==> config.mk <==
export PLATFORM = sky130hd
export DESIGN_NAME = count_acc
export DESIGN_NICKNAME = d
export VERILOG_FILES = /design/src/rtl/count_acc.sv
export SDC_FILE = /design/constraint.sdc
export NUM_CORES = 1
export LEC_CHECK = 0
export ABC_CLOCK_PERIOD_IN_PS = 5100
export CAP_MARGIN = 20
export CORE_MARGIN = 2
export CORE_UTILIZATION = 55
export CTS_BUF_LIST = sky130_fd_sc_hd__clkbuf_4 sky130_fd_sc_hd__clkbuf_8 sky130_fd_sc_hd__clkbuf_16
export CTS_CLUSTER_DIAMETER = 100
export CTS_CLUSTER_SIZE = 40
export DETAILED_ROUTE_END_ITERATION = 8
export DONT_BUFFER_PORTS = 1
export PLACE_DENSITY = 0.68
export SETUP_SLACK_MARGIN = 0.5
export SYNTH_ARGS = -nofsm -noshare
export SYNTH_HDL_FRONTEND = slang
export SYNTH_SLANG_ARGS = --single-unit
export TNS_END_PERCENT = 50
==> constraint.sdc <==
create_clock -name clk -period 5.1 [get_ports clk]
set_input_delay 1.02 -clock clk [delete_from_list [all_inputs] [get_ports clk]]
set_output_delay 1.02 -clock clk [all_outputs]
set_load 0.02 [all_outputs]
==> src/rtl/count_acc.sv <==
// count_acc: sequential population counter over a frame of M words of N bits.
// One word is accepted per cycle while in ACC with in_valid high. Its popcount
// (ones for MODE=0, zeros for MODE=1) is added to a K-bit accumulator. When the
// M-th word is accepted, the frame total is published on S together with a
// threshold compare (ge), and done pulses for one cycle.
module count_acc #(
  parameter int N    = 8,
  parameter int M    = 4,
  parameter int MODE = 0,
  localparam int K   = $clog2(N * M + 1),
  localparam int CW  = $clog2(M + 1)
) (
  input  logic         clk,
  input  logic         rst,
  input  logic         start,
  input  logic         in_valid,
  input  logic [N-1:0] A,
  input  logic [K-1:0] thr,
  output logic [K-1:0] S,
  output logic         ge,
  output logic         done,
  output logic         busy
);

  typedef enum logic [1:0] {
    ST_IDLE = 2'd0,
    ST_ACC  = 2'd1,
    ST_DONE = 2'd2
  } state_t;

  // Number of set bits in a word, sized to the accumulator width.
  function automatic logic [K-1:0] popcount(input logic [N-1:0] v);
    logic [K-1:0] c;
    c = {K{1'b0}};
    for (int i = 0; i < N; i++) begin
      c = c + K'(v[i]);
    end
    return c;
  endfunction

  state_t        r_state;
  state_t        w_next_state;
  logic [K-1:0]  r_acc;
  logic [CW-1:0] r_wcnt;
  logic [K-1:0]  r_thr;
  logic [K-1:0]  r_s;
  logic          r_ge;
  logic          r_done;
  logic          r_busy;

  logic [N-1:0]  w_word;
  logic [K-1:0]  w_cnt;
  logic [K-1:0]  w_sum;
  logic          w_last;
  logic          w_arm;
  logic          w_accept;

  // Per-word count and the running sum it would produce.
  always_comb begin
    w_word = A;
    if (MODE != 0) begin
      w_word = ~A;
    end else begin
      w_word = A;
    end
    w_cnt    = popcount(w_word);
    w_sum    = r_acc + w_cnt;
    w_last   = (r_wcnt == CW'(M - 1));
    w_arm    = start && ((r_state == ST_IDLE) || (r_state == ST_DONE));
    w_accept = in_valid && (r_state == ST_ACC);
  end

  // State register.
  always_ff @(posedge clk) begin
    if (rst) begin
      r_state <= ST_IDLE;
    end else begin
      r_state <= w_next_state;
    end
  end

  // Next-state logic; start is only honoured outside ACC.
  always_comb begin
    w_next_state = r_state;
    case (r_state)
      ST_IDLE: begin
        if (start) w_next_state = ST_ACC;
        else       w_next_state = ST_IDLE;
      end
      ST_ACC: begin
        if (in_valid && w_last) w_next_state = ST_DONE;
        else                    w_next_state = ST_ACC;
      end
      ST_DONE: begin
        if (start) w_next_state = ST_ACC;
        else       w_next_state = ST_IDLE;
      end
      default: w_next_state = ST_IDLE;
    endcase
  end

  // Datapath: arm on start, accumulate accepted words, publish frame result.
  always_ff @(posedge clk) begin
    if (rst) begin
      r_acc  <= {K{1'b0}};
      r_wcnt <= {CW{1'b0}};
      r_thr  <= {K{1'b0}};
      r_s    <= {K{1'b0}};
      r_ge   <= 1'b0;
      r_done <= 1'b0;
      r_busy <= 1'b0;
    end else begin
      r_done <= (w_next_state == ST_DONE);
      r_busy <= (w_next_state == ST_ACC);
      if (w_arm) begin
        r_acc  <= {K{1'b0}};
        r_wcnt <= {CW{1'b0}};
        r_thr  <= thr;
      end else if (w_accept) begin
        r_acc  <= w_sum;
        r_wcnt <= r_wcnt + CW'(1);
      end
      if (w_accept && w_last) begin
        r_s  <= w_sum;
        r_ge <= (w_sum >= r_thr);
      end
    end
  end

  assign S    = r_s;
  assign ge   = r_ge;
  assign done = r_done;
  assign busy = r_busy;

endmodule

; ---- Word-level counts from Yosys, hierarchy flattened
; Cells that the tools add are included.
[totals]
ram_bits = 0
register_bits = 26
mem_bits_ro = 0
word_cells = 34
latchBits = 0
mem_count = 0
out_inout_bits = 9
inputBits = 18
[op_classes]
n_reduce_logical = 8
n_mul = 0
eq_ne = 5
n_div = 0
magnitude_cmp = 1
n_addsub = 9
n_shift = 0
n_bitwise = 0
n_mux = 3
[ops]
columns = cell, count
row1 = $add 6x1->6, 2
row2 = $add 5x1->6, 1
row3 = $add 6x6->6, 1
row4 = $ge 6x6->1, 1
row5 = $add 4x1->5, 1
row6 = $add 3x1->4, 1
row7 = $eq 2x1->1 const B, 2
row8 = $eq 2x2->1 const B, 2
row9 = $logic_and 1x1->1, 4
row10 = $pmux 2 s2, 1
row11 = $reduce_or 2->1, 2
row12 = $add 2x1->3, 1
row13 = $add 3x1->3 const B, 1
row14 = $eq 3x2->1 const B, 1
row15 = $add 1x1->2, 1
row16 = $logic_not 2->1, 1
row17 = $mux 2, 1
row18 = $logic_or 1x1->1, 1
row19 = $mux 1, 1

; ---- Longest topological paths before layout
; Gate-level depths: netlist of the first run.
[depth]
ltp_word = 9
ltp_mapped = 15
depth_no_buf = 15

; ---- Worst setup path before layout of the first run
; OpenSTA, ideal clock, no wires.
[synth_path]
kind = input-to-reg
start = in A[0]
end = reg r_ge (netlist: ge)
path_stages = 14
path_slack_ns = 0.510
required_time_ns = 4.971
setup_ns = 0.129
arrival_ns = 4.461
cell_sequence = fa_1 -> inv_1 -> fa_1 -> fa_1 -> fa_1 -> fa_1 -> nor2b_1 -> o21ai_1 -> nand2_1 -> xor2_1 -> ha_1 -> a21o_1 -> a211oi_1 -> a211oi_1
[synth_via]
elab_chain_cells = 9
[synth_rtl]
columns = element, line_no
row1 = from (decl), 17  ; input logic [N-1:0] A,
row2 = $add 1x1->2, 36  ; c = c + K'(v[i]);
row3 = $add 2x1->3, 36
row4 = $add 3x1->4, 36
row5 = $add 4x1->5, 36
row6 = $add 5x1->6, 36
row7 = $add 6x1->6 (2 in a row), 36
row8 = $add 6x6->6, 67  ; w_sum = r_acc + w_cnt;
row9 = via w_sum[4], 53  ; logic [K-1:0] w_sum;
row10 = $ge 6x6->1, 125  ; r_ge <= (w_sum >= r_thr);
row11 = to (signal assigned), 125
row12 = to (decl), 47  ; logic r_ge;
; The timed path passes the listed nets, and every way through them passes these cells.
; A chain may end at the register's enable or synchronous reset.

; ---- Final worst setup path of the first run
; Ends and elaborated chain as after synthesis.

==> results of run 1 <==
==> stage by stage <==
| stage | power (mW) | hold slack, ns |
|---|---|---|
| 4_1_cts | 0.433 | 0.478 |
| 2_1_floorplan | 0.307 | 0.437 |
| 5_1_grt | 0.455 | 0.513 |
| 6_report | 0.429 | 0.477 |
| 3_5_place_dp | 0.329 | 0.457 |
| 3_3_place_gp | 0.324 | 0.449 |
==> kinds of logic after synthesis <==
logic type / after synthesis / synth area share
AOI/OAI and AO/OA: 37 / 0.173
xor gates and xnor gates: 5 / 0.0293
adders and majority gates: 19 / 0.184
buffers and inverters: 27 / 0.0745
DFF: 26 / 0.348
muxes: 1 / 0.00670
and+or+nand+nor: 58 / 0.184
==> synth_stat cells, types with 3 or more instances <==
| cell type | n | share of area |
|---|---|---|
| a2111o_1 | 4 | 0.030 |
| a211oi_1 | 7 | 0.035 |
| a21o_1 | 3 | 0.015 |
| a21oi_1 | 11 | 0.037 |
| clkbuf_1 | 5 | 0.013 |
| dfxtp_1 | 26 | 0.35 |
| fa_1 | 5 | 0.067 |
| ha_1 | 14 | 0.12 |
| inv_1 | 19 | 0.048 |
| nand2_1 | 13 | 0.033 |
| nand3_1 | 3 | 0.010 |
| nand3b_1 | 6 | 0.030 |
| nor2_1 | 25 | 0.063 |
| nor2b_1 | 4 | 0.017 |
| o2111ai_1 | 3 | 0.018 |
| o21ai_1 | 3 | 0.010 |
| xnor2_1 | 3 | 0.018 |
==> where the power goes <==
group / switching (mW) / internal [mW] / total [mW]
Clock: 0.0597 / 0.0436 / 0.103
Combinational: 0.0625 / 0.0500 / 0.112
Sequential: 0.00341 / 0.209 / 0.213
Total: 0.126 / 0.303 / 0.429
==> metal layers <==
metal / share of wire / routed length (µm)
met1: 0.49 / 1300
met2: 0.47 / 1250
met3: 0.032 / 85
met4: 0.016 / 43
met5: 0 / 0
==> final timing paths <==
kind / from / cells past startpoint / slack (ns) / to
setup / recovery: A[0] / 14 / 0.71 / ge
hold / removal: r_wcnt[1] / 2 / 0.48 / r_wcnt[1]
setup reg to reg: r_acc[0] / 13 / 1.54 / ge
hold reg to reg: r_wcnt[1] / 2 / 0.48 / r_wcnt[1]
==> sequential cells by signal, indices dropped and copies added (netlist names) <==
register and cells:
r_wcnt 3, ge 1, r_acc 6, busy 1, S 6, done 1
r_thr 6, r_state 2
==> timing repair <==
item | CTS | global route
setup buffers | 0 | 1
resized for setup | 0 | 1
setup endpoints to repair | 0 | 1
==> layout make-up <==
type / instances / area, µm² / area share
multi-input cells: 120 / 865 / 0.562
flip-flops and latches: 26 / 520 / 0.338
inverters: 19 / 71.3 / 0.0464
well taps: 30 / 37.5 / 0.0244
clock buffers: 4 / 36.3 / 0.0236
repair buffers: 1 / 7.51 / 0.00488
==> worst min-delay path: cells and delay by family (launching register included) <==
kind               cells  cell delay [ns]
DFF                    1             0.34
and+or+nand+nor        1             0.05
AOI/OAI and AO/OA      1             0.05
==> flow_metrics.env, run 1 <==
export IMPL_path_common_cell="fa_1"
export IMPL_fin_nets=208
export IMPL_start_kind="input pin"
export IMPL_start_util=0.592
export IMPL_cap_viol_max_count=0
export IMPL_post_drt_via_cell_ratio=5.65
export IMPL_synth_seq_cells=26
export IMPL_endpoint_kind="register"
export IMPL_required_ns=5.31
export IMPL_yosysSeqAreaShare=0.348
export IMPL_antenna_cells=0
export IMPL_fin_ws_ns=0.708
export IMPL_clk_pin_slew_ns=0.14
export IMPL_synthArstFlopShare=0
export IMPL_finalCritPeriodShare=0.861
export IMPL_die_x_um=56.1
export IMPL_grt_max_degree=26
export IMPL_crit_family="adder cells"
export IMPL_vias=1129
export IMPL_synth_net_count=210
export IMPL_remaining_drc_errors=0
export IMPL_die_h_um=56.1
export IMPL_cts_tree="built"
export IMPL_cp_num_buf_inv=1
export IMPL_grt_use_total=0.189
export IMPL_coreArea_um2=2520
export IMPL_final_cell_mix="dfxtp_1 (26), nor2_1 (25), inv_1 (19)"
export IMPL_slowest_stage="fa_1"
export IMPL_hold_class="reg2reg"
export IMPL_grtUsageMet1=0.256
export IMPL_met2_usage=0.297
export IMPL_top_usage_layer="met2"
export IMPL_use_met3=0.0302
export IMPL_fp_row_count=18
export IMPL_area_growth_pct=2.93
export IMPL_grt_pass1_wl_um=4770
export IMPL_drv_slew=0
export IMPL_antenna_found_initial=0
export IMPL_drtIter0Drc=23
export IMPL_grt_pass1_vias=1110
export IMPL_io_pins=27
export IMPL_dpl_instance_area_um2=1490
export IMPL_hold_violations=0
export IMPL_period_needed_ns=4.39
export IMPL_worstPathMaxFanout=4
export IMPL_crit_chain="fa_1 -> inv_1 -> fa_1 -> fa_1 -> fa_1 -> fa_2 -> nor2b_1 -> o21ai_1 -> nand2_1 -> xor2_1 -> ha_1 -> a21o_1 -> a211oi_1 -> a211oi_1"
export IMPL_status="completed"
export IMPL_synth_warnings=0
export IMPL_cp_arrival_ns=4.60
export IMPL_drive_gt1_frac=0.0353
export IMPL_rsz0062_at_grt="no"
export IMPL_drtAntennaViolNets=0
export IMPL_post_place_ws_ns=0.283
export IMPL_crit_type="in2reg"
export IMPL_place_hpwl_um=2110
export IMPL_layout_cells_most_common="dfxtp_1"
export IMPL_final_cell_area_um2=1540
export IMPL_dp_cells=195
export IMPL_synth_area_um2=1490
export IMPL_ir_worst_vdd_v=0.000206
export IMPL_synth_edf_count=0
export IMPL_syn_area_per_cell_um2=8.64
export IMPL_clockRootBuffer="clkbuf_4"
export IMPL_firstDrtPassIters=4
export IMPL_fmax_ghz=0.228
export IMPL_wire_per_inst_um=13.4
export IMPL_final_cells=200
export IMPL_fin_tns_setup_ns=0
export IMPL_clockBufferDepth=2
export IMPL_power_leakage_nw=0.653
export IMPL_gp_congestion=0.735
export IMPL_max_slew_margin_rel=0.400
export IMPL_die_area_um2=3150
export IMPL_clk_latency_ns=0.32
export IMPL_max_stage_delay_ns=0.52
export IMPL_port_buffers=0
export IMPL_fillers=226
export IMPL_ctsHoldBuffers=0
export IMPL_grt_ovfl_total=0
export IMPL_tightest_slew_ns=0.898
export IMPL_cts_sinks=26
export IMPL_cts_htree_levels=1
export IMPL_powerDensity_nw_per_um2=279
export IMPL_setup_viol=0
export IMPL_synthCells=173
export IMPL_fin_skew_ns=0.00444
export IMPL_ys_types=32
export IMPL_final_util=0.610
export IMPL_totalWireLength_um=2680
export IMPL_cts_buffers=3
export IMPL_synth_flop_cell="dfxtp_1"
Note: power is estimated with default switching activity, not from simulation.
==> run 2, diff against run 1 <==
- CORE_UTILIZATION: 55 -> 62
- PLACE_DENSITY: 0.68 -> 0.76
==> run 2 against run 1 <==
Net effect:
- global-route usage grew 4.1 points
- critical path depth is the same
- clock power is essentially flat
- cell area shrank 0.33%
- via count shrank 0.27%
- critical endpoint unchanged
- first-iteration DRC count shrank 35%
- largest cell class unchanged
==> flow_metrics.env, run 2 (synthesized netlist as in run 1, its figures left out) <==
export IMPL_coreArea_um2=2250
export IMPL_hp_start="r_acc[2]"
export IMPL_rrSetupSlack_ns=1.52
export IMPL_period_needed_ns=4.40
export IMPL_drive_gt1_frac=0.0294
export IMPL_worstReg2RegEnd="ge"
export IMPL_cp_arrival_ns=4.63
export IMPL_final_cells=198
export IMPL_place_hpwl_um=2100
export IMPL_finalCritPeriodShare=0.863
export IMPL_status="completed"
export IMPL_max_slew_margin_rel=0.424
export IMPL_gp_congestion=0.795
export IMPL_fp_row_count=17
export IMPL_endpoint_kind="register"
export IMPL_worstPathMaxFanout=4
export IMPL_setup_viol=0
export IMPL_fin_skew_ns=0.00147
export IMPL_fin_nets=208
export IMPL_area_growth_pct=2.60
export IMPL_reg2reg_depth=13
export IMPL_drtAntennaViolNets=0
export IMPL_powerDensity_nw_per_um2=280
export IMPL_remaining_drc_errors=0
export IMPL_layout_cells_most_common="dfxtp_1"
export IMPL_totalWireLength_um=2660
export IMPL_post_drt_via_cell_ratio=5.69
export IMPL_start_util=0.663
export IMPL_drv_slew=0
export IMPL_grt_pass1_vias=1085
export IMPL_die_h_um=53.1
export IMPL_cts_buffers=3
export IMPL_dp_cells=193
export IMPL_grt_pass1_wl_um=4670
export IMPL_worstSetupEndpoint="ge"
export IMPL_required_ns=5.33
export IMPL_start_kind="input pin"
export IMPL_ctsHoldBuffers=0
export IMPL_power_leakage_nw=0.654
export IMPL_crit_type="in2reg"
export IMPL_fin_tns_setup_ns=0
export IMPL_sw_frac_of_total=0.298
export IMPL_die_area_um2=2820
export IMPL_internal_power_mw=0.301
export IMPL_grt_use_total=0.230
export IMPL_cts_htree_levels=1
export IMPL_clkPwrFrac=0.246
export IMPL_cts_tree="built"
export IMPL_die_x_um=53.1
export IMPL_antenna_found_initial=0
export IMPL_clk_latency_ns=0.33
export IMPL_hold_violations=0
export IMPL_p_sw_mw=0.128
export IMPL_seq_power_share=0.496
export IMPL_r2r_start="r_acc[0]"
export IMPL_fmax_ghz=0.227
export IMPL_cts_sinks=26
export IMPL_wire_per_inst_um=13.5
export IMPL_startpoint="A[0]"
export IMPL_clockBufferDepth=2
export IMPL_rsz0062_at_grt="no"
export IMPL_firstDrtPassIters=4
export IMPL_tightest_slew_ns=0.862
export IMPL_hold_class="reg2reg"
export IMPL_cap_viol_max_count=0
export IMPL_ir_worst_vdd_v=0.000236
export IMPL_grt_max_degree=26
export IMPL_port_buffers=0
export IMPL_clk_pin_slew_ns=0.14
export IMPL_combPwrFrac=0.259
export IMPL_final_cell_mix="dfxtp_1 (26), nor2_1 (25), inv_1 (19)"
export IMPL_vias=1126
export IMPL_clockRootBuffer="clkbuf_4"
export IMPL_grt_ovfl_total=0
export IMPL_drtIter0Drc=15
export IMPL_antenna_cells=0
export IMPL_io_pins=27
## run 2: cell count changes in the layout (fill, tap and decap cells not counted)
cell	before	now
fa_1	4	5
fa_2	1	0
## run 2: area by class of cell
cell class              count  area, µm²
inverters                  19       71.3
clock buffers               4       36.3
flip-flops and latches     26        520
fillers                   200        722
multi-input cells         120        862
repair buffers              1       7.51
well taps                  28       35.0
## run 2: power by group through the flow
stage | clock network (mW) | registers (mW) | logic (mW)
global route | 0.117 | 0.213 | 0.130
detailed placement | 0 | 0.217 | 0.111
global placement | 0 | 0.217 | 0.107
floorplan | 0 | 0.217 | 0.0908
finish | 0.105 | 0.213 | 0.111
CTS | 0.108 | 0.213 | 0.112
## run 2: per-layer routing
layer / GRT usage / share of wire
met1: 0.284 / 0.45
met2: 0.371 / 0.47
met3: 0.0706 / 0.056
met4: 0.0897 / 0.014
met5: 0 / 0
## run 2: per-stage QoR
step	total power, mW	setup WS (ns)	hold slack [ns]	utilization	instance area (µm²)
finish	0.429	0.700	0.479	0.680	1530
floorplan	0.307	0.510	0.437	-	1490
detailed placement	0.328	0.335	0.457	0.660	1490
global route	0.460	0.487	0.513	0.680	1530
global placement	0.324	0.402	0.449	0.660	1490
CTS	0.433	0.691	0.478	0.676	1530
## run 2: worst min path at each step
| stage | depth (start not counted) | endpoint |
|---|---|---|
| 4_1_cts | 2 | r_acc[2] |
| 3_3_place_gp | 2 | r_wcnt[1] |
| 5_1_grt | 2 | r_acc[3] |
| 6_report | 2 | r_acc[2] |
| 2_1_floorplan | 2 | r_wcnt[1] |
| 3_5_place_dp | 2 | r_acc[2] |
## run 2: repair_timing
item	4_1_cts	5_1_grt
setup buffers	0	1
resized for setup	0	0
setup endpoints to repair	0	1
## run 2: critical path: stages
cell and delay (ns):
fa_1 0.52, inv_1 0.05, fa_1 0.50, fa_1 0.43, fa_1 0.41, fa_1 0.41
nor2b_1 0.14, o21ai_1 0.11, nand2_1 0.13, xor2_1 0.16, ha_1 0.26, a21o_1 0.17
a211oi_1 0.22, a211oi_1 0.10
==> run 3, diff against run 2 <==
- CELL_PAD_IN_SITES_DETAIL_PLACEMENT: unset -> 1
- CELL_PAD_IN_SITES_GLOBAL_PLACEMENT: unset -> 1
- CORE_UTILIZATION: 62 -> 46
- PLACE_DENSITY: 0.76 -> 0.75
==> run 3 against run 2 <==
Net effect:
- combinational power up 8%
- maximum frequency down 1.0%
- clock power up 39%
- sequential share of layout area down 0.84 points
- via count up 5.5%
- global-route usage down 2.7 points
- worst setup slack worse by 0.046 ns
- utilization down 17 points
- critical endpoint unchanged
==> flow_metrics.env, run 3 (synthesized netlist as in run 1, its figures left out) <==
export IMPL_grt_use_total=0.203
export IMPL_fp_row_count=20
export IMPL_remaining_drc_errors=0
export IMPL_status="completed"
export IMPL_die_h_um=61.0
export IMPL_internal_power_mw=0.340
export IMPL_port_buffers=0
export IMPL_fin_tns_setup_ns=0
export IMPL_drv_slew=0
export IMPL_clkPwrFrac=0.305
export IMPL_drtIter0Drc=39
export IMPL_ir_worst_vdd_v=0.000130
export IMPL_p_sw_mw=0.139
export IMPL_coreArea_um2=3080
export IMPL_combPwrFrac=0.250
export IMPL_grt_pass1_wl_um=5540
export IMPL_grt_max_degree=26
export IMPL_start_kind="input pin"
export IMPL_cts_sinks=26
export IMPL_gp_congestion=0.768
export IMPL_fmax_ghz=0.225
export IMPL_met2_usage=0.350
export IMPL_start_util=0.485
export IMPL_slowest_stage="fa_1"
export IMPL_rsz0062_at_grt="no"
export IMPL_cap_viol_max_count=0
export IMPL_ctsHoldBuffers=0
export IMPL_crit_type="in2reg"
export IMPL_worstPathMaxFanout=4
export IMPL_clk_pin_slew_ns=0.16
export IMPL_die_area_um2=3720
export IMPL_max_stage_delay_ns=0.52
export IMPL_fin_ws_ns=0.654
export IMPL_grtUsageMet1=0.257
export IMPL_post_drt_via_cell_ratio=5.55
export IMPL_period_needed_ns=4.45
export IMPL_clk_latency_ns=0.34
export IMPL_required_ns=5.33
export IMPL_grt_pass1_vias=1187
export IMPL_hold_class="reg2reg"
export IMPL_grt_ovfl_total=0
export IMPL_fin_skew_ns=0.0134
export IMPL_die_x_um=61.0
export IMPL_sw_frac_of_total=0.289
export IMPL_use_met3=0.0277
export IMPL_vias=1188
export IMPL_clockBufferDepth=2
export IMPL_clockRootBuffer="clkbuf_4"
export IMPL_top_usage_layer="met2"
export IMPL_seq_power_share=0.445
export IMPL_crit_family="adder cells"
export IMPL_antenna_found_initial=0
export IMPL_wire_per_inst_um=15.5
export IMPL_antenna_cells=0
export IMPL_drtAntennaViolNets=0
export IMPL_setup_viol=0
export IMPL_drive_gt1_frac=0.0353
export IMPL_crit_chain="fa_1 -> inv_1 -> fa_1 -> fa_1 -> fa_1 -> fa_2 -> nor2b_1 -> o21ai_1 -> nand2_1 -> xor2_1 -> ha_1 -> a21o_1 -> a211oi_1 -> a211oi_1"
export IMPL_powerDensity_nw_per_um2=305
export IMPL_totalWireLength_um=3320
export IMPL_final_cell_mix="dfxtp_1 (26), nor2_1 (25), inv_1 (19)"
export IMPL_layout_cells_most_common="dfxtp_1"
export IMPL_final_util=0.511
export IMPL_cts_tree="built"
export IMPL_power_leakage_nw=0.660
export IMPL_max_slew_margin_rel=0.361
export IMPL_cp_num_buf_inv=1
export IMPL_area_growth_pct=5.19
export IMPL_io_pins=27
export IMPL_path_common_cell="fa_1"
export IMPL_power_mw=0.479
export IMPL_post_place_ws_ns=0.211
export IMPL_cp_arrival_ns=4.68
export IMPL_cts_htree_levels=1
export IMPL_place_hpwl_um=2570
export IMPL_hold_violations=0
export IMPL_endpoint_kind="register"
export IMPL_fin_nets=208
export IMPL_finalCritPeriodShare=0.872
export IMPL_tightest_slew_ns=0.956
export IMPL_firstDrtPassIters=4
export IMPL_cts_buffers=3
[run 3: changes by cell type in the layout (fill, tap and decap cells not counted), sizes merged]
cell / change
bufinv: +1
clkbuf: -1
[run 3: worst min-delay path, cell delays in order, from the launching register on]
cell and delay, ns:
dfxtp_1 0.34, nand3_1 0.06, nand3_1 0.06
[run 3: final timing paths]
check	endpoint	cells past startpoint	slack, ns	start
hold reg to reg	r_acc[3]	2	0.49	r_acc[3]
setup / recovery	ge	14	0.65	A[0]
hold / removal	r_acc[3]	2	0.49	r_acc[3]
setup reg to reg	ge	13	1.48	r_acc[0]
[run 3: power by group through the flow]
stage               Clock, mW  Sequential (mW)  Combinational, mW
finish                  0.146            0.213              0.120
CTS                     0.148            0.213              0.120
global route            0.156            0.214              0.137
floorplan                   0            0.217             0.0908
detailed placement          0            0.218              0.119
global placement            0            0.217              0.111
[run 3: layout make-up]
cell class	instances	area, µm²
clock buffers	3	22.5
clock inverters	1	30.0
fillers	392	1510
inverters	19	71.3
multi-input cells	120	865
flip-flops and latches	26	520
well taps	44	55.1
repair buffers	1	7.51
[run 3: layer usage]
| metal | routed length [µm] | up-vias |
|---|---|---|
| li1 | - | 581 |
| met1 | 1520 | 580 |
| met2 | 1640 | 21 |
| met3 | 108 | 6 |
| met4 | 54 | 0 |
| met5 | 0 | - |
[run 3: metrics by stage]
step                      hold WS [ns]  instance area (µm²)  cells
after floorplan                  0.437                 1490    173
after global placement           0.448                 1510    209
after detailed placement         0.462                 1510    209
after CTS                        0.496                 1560    213
after global routing             0.504                 1570    214
final                            0.491                 1570    214
[run 3: timing repair]
item	CTS	global route
setup buffers	0	1
setup endpoints to repair	0	1
endpoints found under the hold margin	0	0
resized for setup	0	1
